[src/rtl/fetch_pc_unit.sv]
`default_nettype none
//==============================================================================
// Module      : fetch_pc_unit
// Description : Instruction-fetch and next-PC stage. Holds the PC, fetches one
//               32-bit word per instruction over a req/ready handshake, presents
//               it to decode and selects the next PC when the datapath retires
//               the instruction.
// Revision    : 1.0 - initial release
//==============================================================================
module fetch_pc_unit #(
  parameter logic [31:0] RESET_PC = 32'h0000_0000
) (
  input  logic        clk,
  input  logic        rst_n,
  // instruction memory
  output logic        imem_req,
  output logic [31:0] imem_addr,
  input  logic        imem_ready,
  input  logic [31:0] imem_rdata,
  // decode interface
  output logic [31:0] instr,
  output logic        instr_valid,
  input  logic        instr_accept,
  // control from decoder / datapath, sampled on retire
  input  logic        branch,
  input  logic        bne,
  input  logic        zero,
  input  logic        j,
  input  logic        jal,
  input  logic        jr,
  input  logic [31:0] rs_data,
  // status
  output logic [31:0] pc,
  output logic [31:0] link_addr,
  output logic        err_misalign,
  output logic [31:0] retired_count
);

  typedef enum logic [1:0] {
    S_IDLE  = 2'd0,
    S_FETCH = 2'd1,
    S_HOLD  = 2'd2
  } state_t;

  // The PC is stored as a word address so that pc[1:0] can never be non-zero;
  // the two low bits of RESET_PC are deliberately dropped.
  localparam logic [29:0] c_reset_pc_w = RESET_PC[31:2];

  state_t      r_state;
  logic        r_run;        // first edge after reset release seen
  logic [29:0] r_pc_w;
  logic [31:0] r_instr;
  logic        r_valid;
  logic        r_req;
  logic        r_err;
  logic [31:0] r_count;

  logic [29:0] w_pc_plus4_w;
  logic [29:0] w_br_off_w;
  logic        w_br_taken;
  logic [29:0] w_next_pc_w;
  logic        w_retire;
  logic        w_jr_misalign;

  // Sequential PC, branch offset and the prioritised next-PC selection.
  always_comb begin
    w_pc_plus4_w  = r_pc_w + 30'd1;
    w_br_off_w    = {{14{r_instr[15]}}, r_instr[15:0]};
    w_br_taken    = branch & (bne ? ~zero : zero);
    w_retire      = (r_state == S_HOLD) & instr_accept;
    w_jr_misalign = jr & (rs_data[1:0] != 2'b00);
    w_next_pc_w   = w_pc_plus4_w;
    if (jr) begin
      w_next_pc_w = rs_data[31:2];
    end else if (j | jal) begin
      w_next_pc_w = {w_pc_plus4_w[29:26], r_instr[25:0]};
    end else if (w_br_taken) begin
      w_next_pc_w = w_pc_plus4_w + w_br_off_w;
    end
  end

  // Fetch/hold state machine with all architectural state and registered outputs.
  always_ff @(posedge clk or negedge rst_n) begin
    if (!rst_n) begin
      r_state <= S_IDLE;
      r_run   <= 1'b0;
      r_pc_w  <= c_reset_pc_w;
      r_instr <= 32'h0000_0000;
      r_valid <= 1'b0;
      r_req   <= 1'b0;
      r_err   <= 1'b0;
      r_count <= 32'h0000_0000;
    end else begin
      case (r_state)
        S_IDLE: begin
          // The release edge only arms r_run; IDLE then lasts one full cycle.
          r_run <= 1'b1;
          if (r_run) begin
            r_state <= S_FETCH;
            r_req   <= 1'b1;
          end
        end
        S_FETCH: begin
          if (imem_ready) begin
            r_instr <= imem_rdata;
            r_valid <= 1'b1;
            r_req   <= 1'b0;
            r_state <= S_HOLD;
          end
        end
        S_HOLD: begin
          if (w_retire) begin
            r_pc_w  <= w_next_pc_w;
            r_valid <= 1'b0;
            r_count <= r_count + 32'd1;
            r_req   <= 1'b1;
            r_state <= S_FETCH;
            if (w_jr_misalign) begin
              r_err <= 1'b1;
            end
          end
        end
        default: begin
          r_state <= S_IDLE;
          r_req   <= 1'b0;
          r_valid <= 1'b0;
        end
      endcase
    end
  end

  assign pc            = {r_pc_w, 2'b00};
  assign link_addr     = {w_pc_plus4_w, 2'b00};
  assign imem_req      = r_req;
  assign imem_addr     = {r_pc_w, 2'b00};
  assign instr         = r_instr;
  assign instr_valid   = r_valid;
  assign err_misalign  = r_err;
  assign retired_count = r_count;

endmodule
`default_nettype wire

[config.mk]
export PLATFORM = sky130hd
export DESIGN_NAME = fetch_pc_unit
export DESIGN_NICKNAME = d
export VERILOG_FILES = /design/src/rtl/fetch_pc_unit.sv
export SDC_FILE = /design/constraint.sdc
export NUM_CORES = 1
export LEC_CHECK = 0
export ABC_CLOCK_PERIOD_IN_PS = 4300
export BUFFER_PORTS_ARGS = -buffer_cell sky130_fd_sc_hd__buf_2
export CAP_MARGIN = 40
export CORE_AREA = 2 2 137 139
export DETAILED_ROUTE_END_ITERATION = 6
export DIE_AREA = 0 0 139 141
export PLACE_DENSITY = 0.71
export SETUP_SLACK_MARGIN = 0.2
export SLEW_MARGIN = 20
export SYNTH_ARGS = -nofsm -noshare
export SYNTH_HDL_FRONTEND = slang
export SYNTH_SLANG_ARGS = --single-unit
export TNS_END_PERCENT = 50
[constraint.sdc]
create_clock -name clk -period 4.3 [get_ports clk]
set_input_delay 0.86 -clock clk [delete_from_list [all_inputs] [get_ports clk]]
set_output_delay 0.86 -clock clk [all_outputs]
set_load 0.02 [all_outputs]
==> results of run 1 <==
## critical path, stage by stage (launching register included)
cell	delay, ps
dfrtp_1	490
nand3_2	150
or2_4	310
or3_4	460
xnor2_2	240
ha_1	360
inv_1	120
o21bai_1	80
a21o_1	190
or3_1	370
a41oi_2	310
nor3_1	110
a41oi_1	310
xor2_1	220
a21oi_1	100
## cells in the final DEF (no fill, tap or decap), types with 12 or more instances in the layout
cell	count
nor2_1	51
nand2_1	95
mux2_2	33
nand4_1	14
a21oi_1	67
buf_2	229
and3_1	24
buf_4	22
o21ai_0	49
xor2_1	29
dfrtp_1	97
xnor2_1	51
nand3_1	42
ha_1	37
inv_1	12
## final cells by class
type	count	area [µm²]
Clock inverter	7	80.1
Fill cell	1783	9530
Inverter	12	45.0
Clock buffer	9	225
Antenna cell	2	5.00
Multi-Input combinational cell	641	4270
Tap cell	234	293
Sequential cell	99	2480
Timing Repair Buffer	252	1340
## cells by family after synthesis
logic type	share of synthesized area, %
mux	5.91
other cells	0.0526
simple gates	19.3
compound gates	17.0
xor+xnor	10.1
fa+ha+maj	6.77
buf+inv	6.21
flops	34.7
## per-stage QoR
step                utilization, %  worst slack, ps  hold slack [ps]
finish                        47.8              353              477
CTS                           47.5              233              478
detailed placement            45.7              209              456
floorplan                        -              449              438
global placement              45.6              202              453
global route                  47.8              188              505
## cell usage after synthesis, types with 5 or more instances
master     n
xor2_1    29
nand3_1   43
or3_1      6
ha_1      37
nand2_1   95
xnor2_1   53
mux2_2    33
or2_2      9
a31oi_1    6
dfrtp_1   99
nor3_1    11
inv_1     12
clkbuf_1  25
o211ai_1  11
a21o_1     8
a211oi_1   5
o21ai_0   49
buf_4     36
nand4_1   14
a21oi_1   67
and2_1     5
mux2i_1    5
o21bai_1   7
and3_1    24
nor2_1    53
## sequential cells by signal, summed over array words and instances, names as in the netlist
signal	flops
r_run	1
retired_count	32
r_pc_w	30
instr_valid	1
r_state	2
instr	32
err_misalign	1
## what timing repair did
item                                    CTS  global route
pin swaps                                 0             2
resized for setup                         2             6
endpoints found under the setup margin    1             8
setup buffers                             0             4
## per-layer routing
| metal | up-vias | wire [µm] | part of all wire [%] | global-route usage (%) |
|---|---|---|---|---|
| li1 | 3287 | - | - | - |
| met1 | 3283 | 10200 | 43 | 31.4 |
| met2 | 276 | 10800 | 46 | 36.2 |
| met3 | 54 | 1710 | 7.2 | 5.13 |
| met4 | 6 | 836 | 3.5 | 11.0 |
| met5 | - | 34 | 0.14 | 0 |
## report_power, final
part	total, mW	switching [mW]	leakage [nW]	internal (mW)
clock network	0.837	0.424	0.145	0.414
logic	5.04	3.10	2.88	1.94
registers	1.72	0.470	1.23	1.25
total	7.60	3.99	4.26	3.60
## worst max path at each step
stage,startpoint,endpoint,depth (start not counted)
4_1_cts,r_pc_w[3]$_DFFE_PN0P_,r_pc_w[26]$_DFFE_PN0P_,15
3_3_place_gp,r_pc_w[2]$_DFFE_PN0P_,r_pc_w[26]$_DFFE_PN0P_,15
6_report,r_pc_w[5]$_DFFE_PN0P_,r_pc_w[26]$_DFFE_PN0P_,14
3_5_place_dp,r_pc_w[2]$_DFFE_PN0P_,r_pc_w[26]$_DFFE_PN0P_,15
2_1_floorplan,r_pc_w[5]$_DFFE_PN0P_,r_pc_w[26]$_DFFE_PN0P_,15
5_1_grt,r_pc_w[3]$_DFFE_PN0P_,r_pc_w[26]$_DFFE_PN0P_,15
==> impl_metrics.json, run 1 <==
{
  "fin_total_pwr_mw": 7.60,
  "hold_class": "reg -> reg",
  "postLayoutCellArea_um2": 8730,
  "yosysWarningCount": 0,
  "htree_levels": 3,
  "tightest_slew_ps": 789,
  "cts-root-buf": "clkbuf_16",
  "grt_first_pass_wirelength_um": 36300,
  "synthCells": 814,
  "overflow": 0,
  "synth_top_area_share_pct": 34.7,
  "core_area_um2": 18300,
  "post-route-drc-count": 0,
  "setup_viol": 0,
  "ys_ff_latch": 99,
  "hpwl_um": 18100,
  "finalCriticalPeriod_ps": 3950,
  "ys_top_cells_by_area": "dfrtp_1, xnor2_1, ha_1, mux2_2, nand2_1",
  "gp_congestion": 1.00,
  "clkTransAtPathRegs_ps": 80,
  "drv_cap": 0,
  "placed_area_um2": 8350,
  "avgSynthCellArea_um2": 8.76,
  "rsz0062_at_grt": "no",
  "ys.flop_type": "dfrtp_1",
  "min_to": "err_misalign$_DFFE_PN0P_",
  "cts_tree": "done",
  "hp-start": "err_misalign$_DFFE_PN0P_",
  "clock_sinks": 99,
  "dpl.cell_count": 1234,
  "status": "completed",
  "vias": 6906,
  "r2r_start": "r_pc_w[5]$_DFFE_PN0P_",
  "avgViaCountPerCell": 5.50,
  "start_util_pct": 39.0,
  "p_per_area_nw_per_um2": 870,
  "final_cell_count_no_fill": 1256,
  "drive_above_1_share_pct": 32.4,
  "row_count": 50,
  "reg2reg_to": "r_pc_w[26]$_DFFE_PN0P_",
  "syn-cell-area_um2": 7130,
  "worstHoldPathCells": 1,
  "async_flop_share_pct": 100,
  "synth-edff-count": 0,
  "worst-endpoint-required_ps": 4530,
  "grt_pass1_vias": 6598,
  "clock_latency_ps": 360,
  "firstDrtPassIters": 7,
  "hold_viol": 0,
  "r2r_slack_ps": 350,
  "power_leakage_nw": 4.26,
  "skew_ps": 8.91,
  "syn_to_final_growth_pct": 22.5,
  "wirelength_um": 23600,
  "hold_buffers": 0,
  "portBuffers": 230,
  "peakVddDrop_mv": 0.407,
  "worst-endpoint-arrival_ps": 4180,
  "startpoint_type": "flip-flop",
  "slew_violations": 0,
  "setup_tns_ps": 0,
  "clockBufferDepth": 2,
  "r2r_cells": 14,
  "ant_nets": 0,
  "die_w_um": 139,
  "io_pins": 237,
  "antenna_found_initial": 5,
  "fp.dieArea_um2": 19600,
  "drt_iter0_markers": 557,
  "avgRoutedWirePerCell_um": 18.8,
  "ys_seq_area_share_pct": 34.7,
  "yosysTopAreaCell": "dfrtp_1",
  "end_kind": "flip-flop",
  "grt_max_degree": 58,
  "timing.fmax_ghz": 0.253,
  "fin_crit_sh_pct": 91.8,
  "nets": 1127,
  "cp_max_fo": 7,
  "track_usage_pct": 23.4,
  "die_y_um": 141,
  "max-slew-margin-rel_pct": 47.4,
  "critPathKind": "reg -> reg",
  "cts_buffers": 9,
  "yosysUniqueCellTypes": 67
}
Power figures use the tool's default switching activity.
==> run 2, diff against run 1 <==
--- a/config.mk
+++ b/config.mk
@@ -6,11 +6,12 @@
 export NUM_CORES = 1
 export LEC_CHECK = 0
+export ABC_AREA = 1
 export ABC_CLOCK_PERIOD_IN_PS = 4300
 export BUFFER_PORTS_ARGS = -buffer_cell sky130_fd_sc_hd__buf_2
 export CAP_MARGIN = 40
-export CORE_AREA = 2 2 137 139
+export CORE_AREA = 2 2 145 147
 export DETAILED_ROUTE_END_ITERATION = 6
-export DIE_AREA = 0 0 139 141
-export PLACE_DENSITY = 0.71
+export DIE_AREA = 0 0 147 149
+export PLACE_DENSITY = 0.7
 export SETUP_SLACK_MARGIN = 0.2
 export SLEW_MARGIN = 20
==> constraint.sdc (replaced) <==
create_clock -name clk -period 4.3 [get_ports clk]
set_input_delay 0.43 -clock clk [delete_from_list [all_inputs] [get_ports clk]]
set_output_delay 0.43 -clock clk [all_outputs]
set_load 0.02 [all_outputs]
==> run 2 against run 1 <==
Net effect:
- hold slack worse by 180 ps
- core utilization fell by 1.4 points
- power is 2.7% higher
- clock skew down 0.75 ps
- routed wire length increased by 23%
- die area up 12%
- critical path depth increased by 3
- sequential power rose by 2%
- fmax increased by 2.8%
- via count rose by 24%
- first-iteration DRC count up 24%
- critical endpoint is now r_pc_w[11]$_DFFE_PN0P_
- highest routed layer unchanged
==> impl_metrics.json, run 2 <==
{
  "wirelength_um": 29100,
  "portBuffers": 230,
  "ys.flop_type": "dfrtp_1",
  "nets": 1479,
  "finalCriticalPeriod_ps": 3840,
  "synthMuxAreaShare_pct": 4.09,
  "reg2reg_to": "r_pc_w[11]$_DFFE_PN0P_",
  "grt_max_degree": 55,
  "drive_above_1_share_pct": 22.7,
  "cts_setup_buffers": 0,
  "async_flop_share_pct": 100,
  "r2r_start": "r_pc_w[0]$_DFFE_PN0P_",
  "synth-edff-count": 0,
  "row_count": 53,
  "status": "completed",
  "ys_top_cells_by_area": "dfrtp_1, nand2_1, nor2_1, inv_1, ha_1",
  "skew_ps": 8.16,
  "dpl.cell_count": 1630,
  "yosysUniqueCellTypes": 45,
  "overflow": 0,
  "worst-endpoint-required_ps": 4530,
  "track_usage_pct": 26.2,
  "syn-cell-area_um2": 7980,
  "setup_tns_ps": 0,
  "synth_most_common_cell": "nand2_1",
  "synth-simple-area-share_pct": 33.0,
  "slew_violations": 0,
  "fin_total_pwr_mw": 7.80,
  "crit_path_start": "r_pc_w[0]$_DFFE_PN0P_",
  "p_per_area_nw_per_um2": 817,
  "ys_seq_area_share_pct": 31.1,
  "avgSynthCellArea_um2": 6.83,
  "clock_sinks": 99,
  "syn_to_final_growth_pct": 19.7,
  "max-slew-margin-rel_pct": 49.7,
  "drt_iter0_markers": 690,
  "io_pins": 237,
  "power_leakage_nw": 5.24,
  "yosysWarningCount": 0,
  "hp-start": "imem_rdata[2]",
  "tightest_slew_ps": 753,
  "vias": 8545,
  "hpwl_um": 23600,
  "min_to": "instr[2]$_DFFE_PN0P_",
  "final_cell_count_no_fill": 1647,
  "yosysTopAreaCell": "dfrtp_1",
  "antenna_cells": 0,
  "hold_viol": 0,
  "synth-compound-area-share_pct": 9.44,
  "critPathKind": "reg -> reg",
  "fin_crit_sh_pct": 89.3,
  "timing.fmax_ghz": 0.260,
  "avgViaCountPerCell": 5.19,
  "clockBufferDepth": 2,
  "synth_top_family_by_area": "simple AND/OR/NAND/NOR gates",
  "antenna_found_initial": 1,
  "hold_class": "in -> reg",
  "post-route-drc-count": 0,
  "worst-endpoint-arrival_ps": 4060,
  "cp_max_fo": 6,
  "synth_commonest_cells": "nand2_1, nor2_1, inv_1",
  "end_kind": "flip-flop",
  "grt_first_pass_wirelength_um": 44200,
  "firstDrtPassIters": 6,
  "synthAdderAreaFrac_pct": 6.05,
  "synthCells": 1168,
  "r2r_cells": 17,
  "holdWs_ps": 298,
  "drv_cap": 0,
  "die_y_um": 149,
  "cts_buffers": 9,
  "cts-root-buf": "clkbuf_16",
  "gp_congestion": 1.01,
  "startpoint_type": "flip-flop",
  "cts_tree": "done",
  "pre_cts_ws_ps": 496,
  "peakVddDrop_mv": 0.354,
  "die_w_um": 147,
  "core_area_um2": 20600,
  "htree_levels": 3,
  "clkTransAtPathRegs_ps": 80,
  "start_util_pct": 38.8,
  "avgRoutedWirePerCell_um": 17.7,
  "final_common_cell": "nand2_1",
  "r2r_slack_ps": 460,
  "ant_nets": 0,
  "setup_viol": 0,
  "fin_ws_ps": 461,
  "synth_top_area_share_pct": 31.1,
  "final_cell_mix": "nand2_1, buf_2, nor2_1",
  "synth_xor_area_share_pct": 5.27,
  "grt_pass1_vias": 7953,
  "fp.dieArea_um2": 21900,
  "clock_latency_ps": 360,
  "ys_ff_latch": 99,
  "worstHoldPathCells": 2,
  "rsz0062_at_grt": "no"
}
## run 2: cell count changes after synthesis, sizes merged, moves of 10 or more
cell    previous run  this run
clkbuf            25        15
and3              24         1
inv               12       139
nand3             44        75
xnor2             53        10
nor2              55       143
nor3              12        24
nand2             95       339
## run 2: power by group
group,internal [mW],switching (mW)
sequential,1.25,0.519
combinational,1.71,3.47
clock,0.461,0.395
total,3.42,4.38
## run 2: through the flow
stage / utilization [%] / cell area (µm²)
after CTS: 46.4 / 9540
after floorplan: - / 8000
after detailed placement: 44.9 / 9230
final: 46.5 / 9550
after global placement: 44.7 / 9190
after global routing: 46.5 / 9550
## run 2: kinds of logic after synthesis
family                     after synthesis
AOI/OAI and AO/OA                      134
xor gates and xnor gates                48
adders and majority gates               38
buffers and inverters                  197
DFF                                     99
muxes                                   29
other                                    1
and+or+nand+nor                        622
## run 2: timing repair
| item | CTS | global route |
|---|---|---|
| endpoints found under the setup margin | 0 | 1 |
| resized for setup | 0 | 1 |
| endpoints found under the hold margin | 15 | 0 |
| hold buffers | 1 | 0 |
## run 2: worst max path at each step
stage	to	slack, ps	cells past startpoint
floorplan	r_pc_w[29]$_DFFE_PN0P_	970	25
global placement	r_pc_w[29]$_DFFE_PN0P_	520	23
detailed placement	r_pc_w[29]$_DFFE_PN0P_	500	23
CTS	r_pc_w[29]$_DFFE_PN0P_	490	23
global route	r_pc_w[29]$_DFFE_PN0P_	230	23
finish	r_pc_w[11]$_DFFE_PN0P_	460	17
## run 2: area by class of cell
cell class / count / area [µm²]
Fill cell: 2157 / 11000
Multi-Input combinational cell: 877 / 4650
Sequential cell: 99 / 2480
Timing Repair Buffer: 239 / 1250
Inverter: 141 / 529
Tap cell: 275 / 344
Clock buffer: 10 / 229
Clock inverter: 6 / 72.6
## run 2: worst max-delay path, stage by stage, from the launching register on
cell and delay (ps):
dfrtp_1 430, ha_1 320, nand3_1 150, nor2_2 130, nand3_1 170, nor2_2 260
nand2_1 130, nand2_1 180, inv_1 80, ha_1 360, nand2_1 170, inv_1 50
a21oi_1 300, nand3_1 250, a21oi_1 170, o21ai_0 90, a21oi_1 320, o21ai_0 130
## run 2: layer usage
metal	vias to the layer above	share of wire, %	global-route usage, %	wire length [µm]
li1	4106	-	-	-
met1	4008	44	35.7	12900
met2	372	44	41.9	13000
met3	57	8.2	5.02	2400
met4	2	3.0	8.85	864
met5	-	0.027	0	8
